==> src/rtl/axis_pkt_arbiter.sv <==
// axis_pkt_arbiter: round-robin AXI-Stream packet arbiter with a registered output slice.
// A grant holds for a whole packet; a beat limit forces last so no source can monopolise the channel.
module axis_pkt_arbiter #(
  parameter int WIDTH     = 8,
  parameter int NREQ      = 4,
  parameter int MAX_BEATS = 16
) (
  input  logic                  clk,
  input  logic                  rst,
  input  logic [NREQ*WIDTH-1:0] s_axis_data,
  input  logic [NREQ-1:0]       s_axis_valid,
  input  logic [NREQ-1:0]       s_axis_last,
  output logic [NREQ-1:0]       s_axis_ready,
  output logic [WIDTH-1:0]      m_axis_data,
  output logic                  m_axis_valid,
  output logic                  m_axis_last,
  input  logic                  m_axis_ready,
  output logic [NREQ-1:0]       grant,
  output logic                  busy,
  output logic                  trunc
);
  localparam int IW = $clog2(NREQ);
  localparam int CW = $clog2(MAX_BEATS + 1);
  typedef enum logic {IDLE, BUSY} state_t;
  state_t            state_q, state_d;
  logic [NREQ-1:0]   grant_q, grant_d;
  logic [IW-1:0]     gidx_q, gidx_d, lastg_q, lastg_d, win;
  logic [CW-1:0]     cnt_q, cnt_d;
  logic [WIDTH-1:0]  data_q, data_d;
  logic              valid_q, valid_d, last_q, last_d, trunc_q, trunc_d;
  logic              out_free, acc, force_last;
  assign out_free     = !valid_q || m_axis_ready;
  assign s_axis_ready = grant_q & {NREQ{out_free}};
  assign acc          = (state_q == BUSY) && s_axis_valid[gidx_q] && out_free;
  assign force_last   = cnt_q == CW'(MAX_BEATS - 1);
  assign grant        = grant_q;
  assign busy         = state_q == BUSY;
  assign m_axis_data  = data_q;
  assign m_axis_valid = valid_q;
  assign m_axis_last  = last_q;
  assign trunc        = trunc_q;
  // Scan downward so the nearest requester after lastg_q is written last and wins.
  always_comb begin
    win = lastg_q;
    for (int k = NREQ; k >= 1; k--)
      if (s_axis_valid[IW'((int'(lastg_q) + k) % NREQ)]) win = IW'((int'(lastg_q) + k) % NREQ);
  end
  always_comb begin
    state_d = state_q;
    grant_d = grant_q;
    gidx_d  = gidx_q;
    lastg_d = lastg_q;
    cnt_d   = cnt_q;
    data_d  = data_q;
    valid_d = valid_q && !m_axis_ready;
    last_d  = last_q;
    trunc_d = 1'b0;
    if (state_q == IDLE) begin
      if (|s_axis_valid) begin
        state_d = BUSY;
        gidx_d  = win;
        grant_d = NREQ'(1) << win;
        cnt_d   = '0;
      end
    end else if (acc) begin
      data_d  = s_axis_data[int'(gidx_q)*WIDTH +: WIDTH];
      valid_d = 1'b1;
      last_d  = s_axis_last[gidx_q] || force_last;
      trunc_d = force_last && !s_axis_last[gidx_q];
      cnt_d   = cnt_q + CW'(1);
      if (last_d) begin
        state_d = IDLE;
        grant_d = '0;
        lastg_d = gidx_q;
        cnt_d   = '0;
      end
    end
  end
  always_ff @(posedge clk or posedge rst) begin
    if (rst) begin
      state_q <= IDLE;
      grant_q <= '0;
      gidx_q  <= '0;
      lastg_q <= IW'(NREQ - 1);
      cnt_q   <= '0;
      data_q  <= '0;
      valid_q <= 1'b0;
      last_q  <= 1'b0;
      trunc_q <= 1'b0;
    end else begin
      state_q <= state_d;
      grant_q <= grant_d;
      gidx_q  <= gidx_d;
      lastg_q <= lastg_d;
      cnt_q   <= cnt_d;
      data_q  <= data_d;
      valid_q <= valid_d;
      last_q  <= last_d;
      trunc_q <= trunc_d;
    end
  end
endmodule

==> config.mk <==
export PLATFORM = sky130hd
export DESIGN_NAME = axis_pkt_arbiter
export DESIGN_NICKNAME = d
export VERILOG_FILES = /design/src/rtl/axis_pkt_arbiter.sv
export SDC_FILE = /design/constraint.sdc
export NUM_CORES = 1
export LEC_CHECK = 0
export BUFFER_PORTS_ARGS = -buffer_cell sky130_fd_sc_hd__buf_2
export CAP_MARGIN = 25
export CORE_ASPECT_RATIO = 0.75
export CORE_MARGIN = 2
export CORE_UTILIZATION = 42
export DETAILED_ROUTE_END_ITERATION = 12
export PLACE_DENSITY = 0.75
export SLEW_MARGIN = 20
export SYNTH_ARGS = -nofsm -noshare
export SYNTH_HDL_FRONTEND = slang
export SYNTH_SLANG_ARGS = --single-unit
export TNS_END_PERCENT = 1
==> constraint.sdc <==
create_clock -name clk -period 1.6 [get_ports clk]
set_input_delay 0.32 -clock clk [delete_from_list [all_inputs] [get_ports clk]]
set_output_delay 0.32 -clock clk [all_outputs]
set_load 0.01 [all_outputs]
# Word level (Yosys, flattened, before mapping)
# Cells that the tools add are included.
# Widths: inputs -> output; s select.
[word_totals]
ff_bits = 25
inputBits = 43
word_cells = 78
[op_classes]
addsub = 5
order_cmp = 5
eq_ne = 3
shifts = 2
n_mux = 36
n_bitwise = 2
n_reduce_logical = 16
[op_table]
columns = ["cell", "count"]
rows = [
  ["$shiftx 32x6->8", 1],
  ["$mux 5", 4],
  ["$mux 1", 18],
  ["$lt 2x4->1 const B", 4],
  ["$mux 4", 4],
  ["$bmux 1 s2", 6],
  ["$mux 2", 4],
  ["$reduce_and 2->1", 3],
  ["$reduce_and 3->1", 2],
  ["$add 5x1->5 const B", 1],
  ["$eq 5x4->1 const B", 1],
  ["$add 2x1->2 const B", 2],
  ["$add 2x2->2 const B", 2],
  ["$and 4x4->4", 1],
  ["$logic_and 1x1->1", 4],
  ["$ne 2x1->1 const B", 2],
  ["$reduce_or 4->1", 1],
  ["$shl 1x2->4 const A", 1],
  ["$logic_not 1->1", 3],
  ["$lt 2x3->1 const B", 1],
  ["$logic_or 1x1->1", 2],
  ["$reduce_bool 2->1", 1],
  ["$not 1->1", 1],
]

# Longest topological paths before layout
[logic_depth]
word_depth = 11
depth_mapped = 6

# Worst setup path after synthesis
# Ideal clock, no wire load.
[synth_path]
path_type = "register to register"
start = "reg lastg_q[1]"
end = "reg grant_q[3], in the netlist grant[3]"
setup_time_ns = 0.142
t_arrival_ns = 1.499
required_time_ns = 1.458
setup_slack_ns = -0.040
path_stages_with_launch = 6
n_path_buf = 1
period_less_slack_ns = 1.640
cell_sequence = "dfstp_2 clkbuf_1 mux2i_1 nor2_1 a211oi_1 o22ai_1"
[synth_between]
elab_chain_cells = 11
elab_cells_between_ends = 23
cone_classes = "4 x add/sub; 1 x shift; 18 x mux"
[synth_lines]
columns = ["element", "line", "rtl"]
rows = [
  ["start: declaration", "27", "logic [IW-1:0] gidx_q, gidx_d, lastg_q, lastg_d, win;"],
  ["start signal: assignment", "84", "lastg_q <= IW'(NREQ - 1);"],
  ["start signal: assignment", "94", "lastg_q <= lastg_d;"],
  ["$add 2x1->2", "46", "if (s_axis_valid[IW'((int'(lastg_q) + k) % NREQ)]) win = IW'((int'(lastg_q) + k) % NREQ);"],
  ["$bmux 1 s2", "46", ""],
  ["$mux 1 (not written as such) (2 in a row)", "46", ""],
  ["$mux 2 (3 in a row)", "46", ""],
  ["$mux 2 *", "46", ""],
  ["$shl 1x2->4 *", "62", "grant_d = NREQ'(1) << win;"],
  ["$mux 4 *", "59", "if (|s_axis_valid) begin"],
  ["$mux 4 *", "58", "if (state_q == IDLE) begin"],
  ["end signal: assignment", "92", "grant_q <= grant_d;"],
  ["end: declaration", "26", "logic [NREQ-1:0] grant_q, grant_d;"],
]
# Every way passes the cells marked *; elsewhere a longest branch is shown, timed or not. The select of a mux whose other input is x is not followed.
# A chain may end at the register's enable or synchronous reset.

# Worst setup path in the final report
[layout_path]
start = "reg cnt_q[0]"
end = "reg lastg_q[0]"
[layout_between]
elab_chain_cells = 3
[layout_lines]
columns = ["element", "line", "rtl"]
rows = [
  ["start: declaration", "28", "logic [CW-1:0] cnt_q, cnt_d;"],
  ["start signal: assignment", "95", "cnt_q <= cnt_d;"],
  ["$eq 5x4->1", "35", "assign force_last = cnt_q == CW'(MAX_BEATS - 1);"],
  ["$logic_or 1x1->1", "68", "last_d = s_axis_last[gidx_q] || force_last;"],
  ["$reduce_and 3->1 (no line)", "--", ""],
]
# Every way passes these cells.

==> metrics list <==
- Number of cells in the finished layout apart from fillers: 264
* I/O pin count: 63
* Number of cell rows: 18
- The hold violation count in the final report came to 0.
- Global routing used 18.6% of the available tracks.
- The pre-antenna-repair detailed-routing pass consisted of 4 iterations.
- In this design, the stage delay of the slowest critical-path cell is 400 ps.
- For this block, wires on met1 add up to 1650 microns.
- For the worst-skew pair, the clock arrives at the later sink with an insertion delay of 270 ps.
- Setup repair after global routing could not meet its margin everywhere.
* Layout overhead on the synthesized area: 42.4%
- Setup violations remaining at the end of the flow were counted as 0.
- In the routed design, unresolved DRC markers number 0.
* Max Root-Sink Buffers: 2
- Maximum net fanout on the critical path: 3
* Cell breakdown of the critical path: ha_2 -> and3_1 -> ha_2 -> nor2_4 -> nor2_4 -> mux2_4
- Final net count: 270
- Synthesis produced a netlist with a net count of 183.
* Ratio of total power to cell area: 1770 mW/mm^2
* Worst slew pin tran: 374 ps
- In this run the remaining antenna-violating nets after routing total 0.
- The highest layer touched by signal routing is met4.
- The worst path uses 98.6% of the clock period.
- Clock skew on the completed layout was measured at 3.41 ps.
* Worst path required time: 1800 ps
- Time the final worst path needs with I/O delays and setup: 1580 ps
- First-pass GRT wire length: 5640 microns
* Hold crit path type: primary input to asynchronous set/reset pin
- Total count of max-transition violations in the final report: 0
- Sequential elements use 43.5% of the synthesized area.
* Detailed Route Iter0 Violations: 57
- In this run the static leakage power is 1.05 nW.
- CTS saw 25 sinks.
- Headroom to the max-slew limit came out at 74.9%.
- Max Clock Freq: 0.634 GHz
- Cell area after technology mapping: 0.00144 sq mm
- Post-Syn Area per Cell: 10.5 sq um
* Result of the run: completed
- DIE HEIGHT: 54.8 microns
- Setup crit start kind: flip-flop
- On the critical path the largest part of the delay comes from simple AND/OR/NAND/NOR gates.
- During synthesis, Yosys emitted a total of 0 warnings.
- Post-Route Utilization: 62.5%
- Detailed placement ended at an HPWL of 2820 microns.
- Clock-pin slew was measured on the worst setup and hold paths at 90 ps.
- The library cells used most frequently in the layout, excluding fill and tap cells, are buf_2, nand2_1, buf_4.
- The die is 71.7 microns wide.
* Pin count of the biggest net entering global routing: 26
* Worst voltage drop across the vdd grid: 0.931 mV
- WS Path Type: flip-flop to flip-flop
* Maxcap violations: 0
* Dpl cells: 258
- Together, buffers and inverters on the worst path number 0.
- Counting flops with an async set or reset pin after synthesis yields a share of 100%.
* Number of antenna cells inserted: 0
* Floorplan die area: 0.00392 sq mm
- Post-synthesis cell type count: 39
* Number of clock buffers inserted by TritonCTS: 3
* Initial standard-cell utilization of the core: 43.9%
- Data arrives at the worst endpoint at 1780 ps.
- Type of destination of the critical path: flip-flop
- Number of levels in the clock H-tree: 1
- The final layout contains routed wiring with a total length of 3540 microns.
- The cell sitting at the root of the clock tree is a clkbuf_8.
* Crit-path slowest cell: dfrtp_1
* Primary FF master, synth: dfrtp_1
* Number of global-route vias before repair: 1248
* Core Footprint: 0.00329 sq mm
- TritonCTS built the clock tree.
* Synthesized netlist cell count: 138
- Initial antenna violation count: 0
* Amount of wire on met3 after detailed routing: 56 microns
- Flip-flop and latch count after synthesis: 25
- Port Buffers: 62
* Routed wl met2: 1820 microns
- After detailed routing, the number of vias per cell comes to 5.07.
- Share of final-layout standard cells stronger than drive strength 1: 53.6%
- The detailed router placed 1339 vias in this run.
- Global routing finished with a remaining overflow of 0.
- In the final routed layout, each cell accounts on average for 13.4 microns.
- Number of enable flip-flop cells after synthesis: 0
- Routability-driven placement finished with a final weighted congestion of 0.728.
* Commonest non-fill, non-tap cell in the layout: buf_2
## cell type report
type | instances | area, sq um
well taps | 40 | 50.0
repair buffers | 91 | 532
fillers | 278 | 1230
flip-flops and latches | 25 | 629
clock buffers | 4 | 45.0
inverters | 4 | 15.0
multi-input cells | 100 | 783
## cell families (layout without fill, tap and decap cells)
family	count (synthesis)	after routing	share of synthesized area, %
AO/OA/AOI/OAI	15	15	7.46
adder cells (fa/ha/maj)	2	2	1.73
buffers and inverters	13	99	4.94
flip-flops	25	25	43.5
multiplexers	13	13	18.4
AND/OR/NAND/NOR	70	70	23.9
## worst paths after layout
path                                      from             end  slack, ps  cells past startpoint
worst min-delay path                       rst  m_axis_data[4]         90                      3
worst max-delay path                  cnt_q[0]      lastg_q[0]         20                      6
min in group clk                s_axis_data[3]  m_axis_data[3]        470                      4
max in group asynchronous                  rst      lastg_q[1]       1220                      3
worst min register to register  m_axis_data[3]  m_axis_data[3]        490                      2
worst max register to register        cnt_q[0]      lastg_q[0]         20                      6
## synth_stat cells (2+ instances only)
cell	number	area, sq um
a21oi_1	2	10.0
a32o_1	2	20.0
and2_1	5	31.3
and3_1	2	12.5
buf_2	3	15.0
buf_6	2	22.5
clkbuf_1	3	11.3
dfrtp_1	23	576
dfstp_2	2	52.6
ha_1	2	25.0
inv_1	4	15.0
mux2_4	2	30.0
mux4_2	10	225
nand2_1	34	128
nand2b_1	3	18.8
nand3_1	7	35.0
nand3b_1	2	15.0
nand4_1	3	18.8
nand4b_1	2	17.5
nor2_1	5	18.8
nor3_1	2	10.0
## worst min-delay path, cell delays in order
cell   delay (ps)
buf_2         100
inv_1          40
buf_4         300
## registers in the layout (all words and copies together), names as in the netlist
name / count
m_axis_data: 8
trunc: 1
gidx_q: 2
busy: 1
grant: 4
m_axis_last: 1
m_axis_valid: 1
cnt_q: 5
lastg_q: 2
## where the power goes
group | total [mW] | switching [mW] | internal [mW]
sequential | 1.11 | 0.194 | 0.916
clock | 0.374 | 0.196 | 0.178
combinational | 2.16 | 1.05 | 1.11
## layer usage
metal	GRT usage [%]	vias up
met5	0	-
met4	2.83	0
met3	3.31	2
met2	31.6	11
met1	25.7	667
li1	-	659
## per-stage QoR
step                power, mW  hold slack [ps]  area (sq um)  setup TNS, ps  worst slack (ps)
floorplan                2.40              346          1450          -61.2             -30.6
global placement         3.10              385          1950           -335             -57.4
detailed placement       3.14              386          1950           -605             -85.3
CTS                      3.61             91.4          2030          -61.5             -27.8
global route             3.94              117          2050           -258             -46.5
finish                   3.64             87.2          2050              0              22.8
## repair_timing
item / CTS / global route
buffers inserted: 2 / 0
pin swaps: 2 / 3
hold buffers: 0 / 0
gates cloned: 0 / 0
gates resized for setup: 4 / 6
endpoints found under the setup margin: 15 / 17
Power figures use the tool's default switching activity.
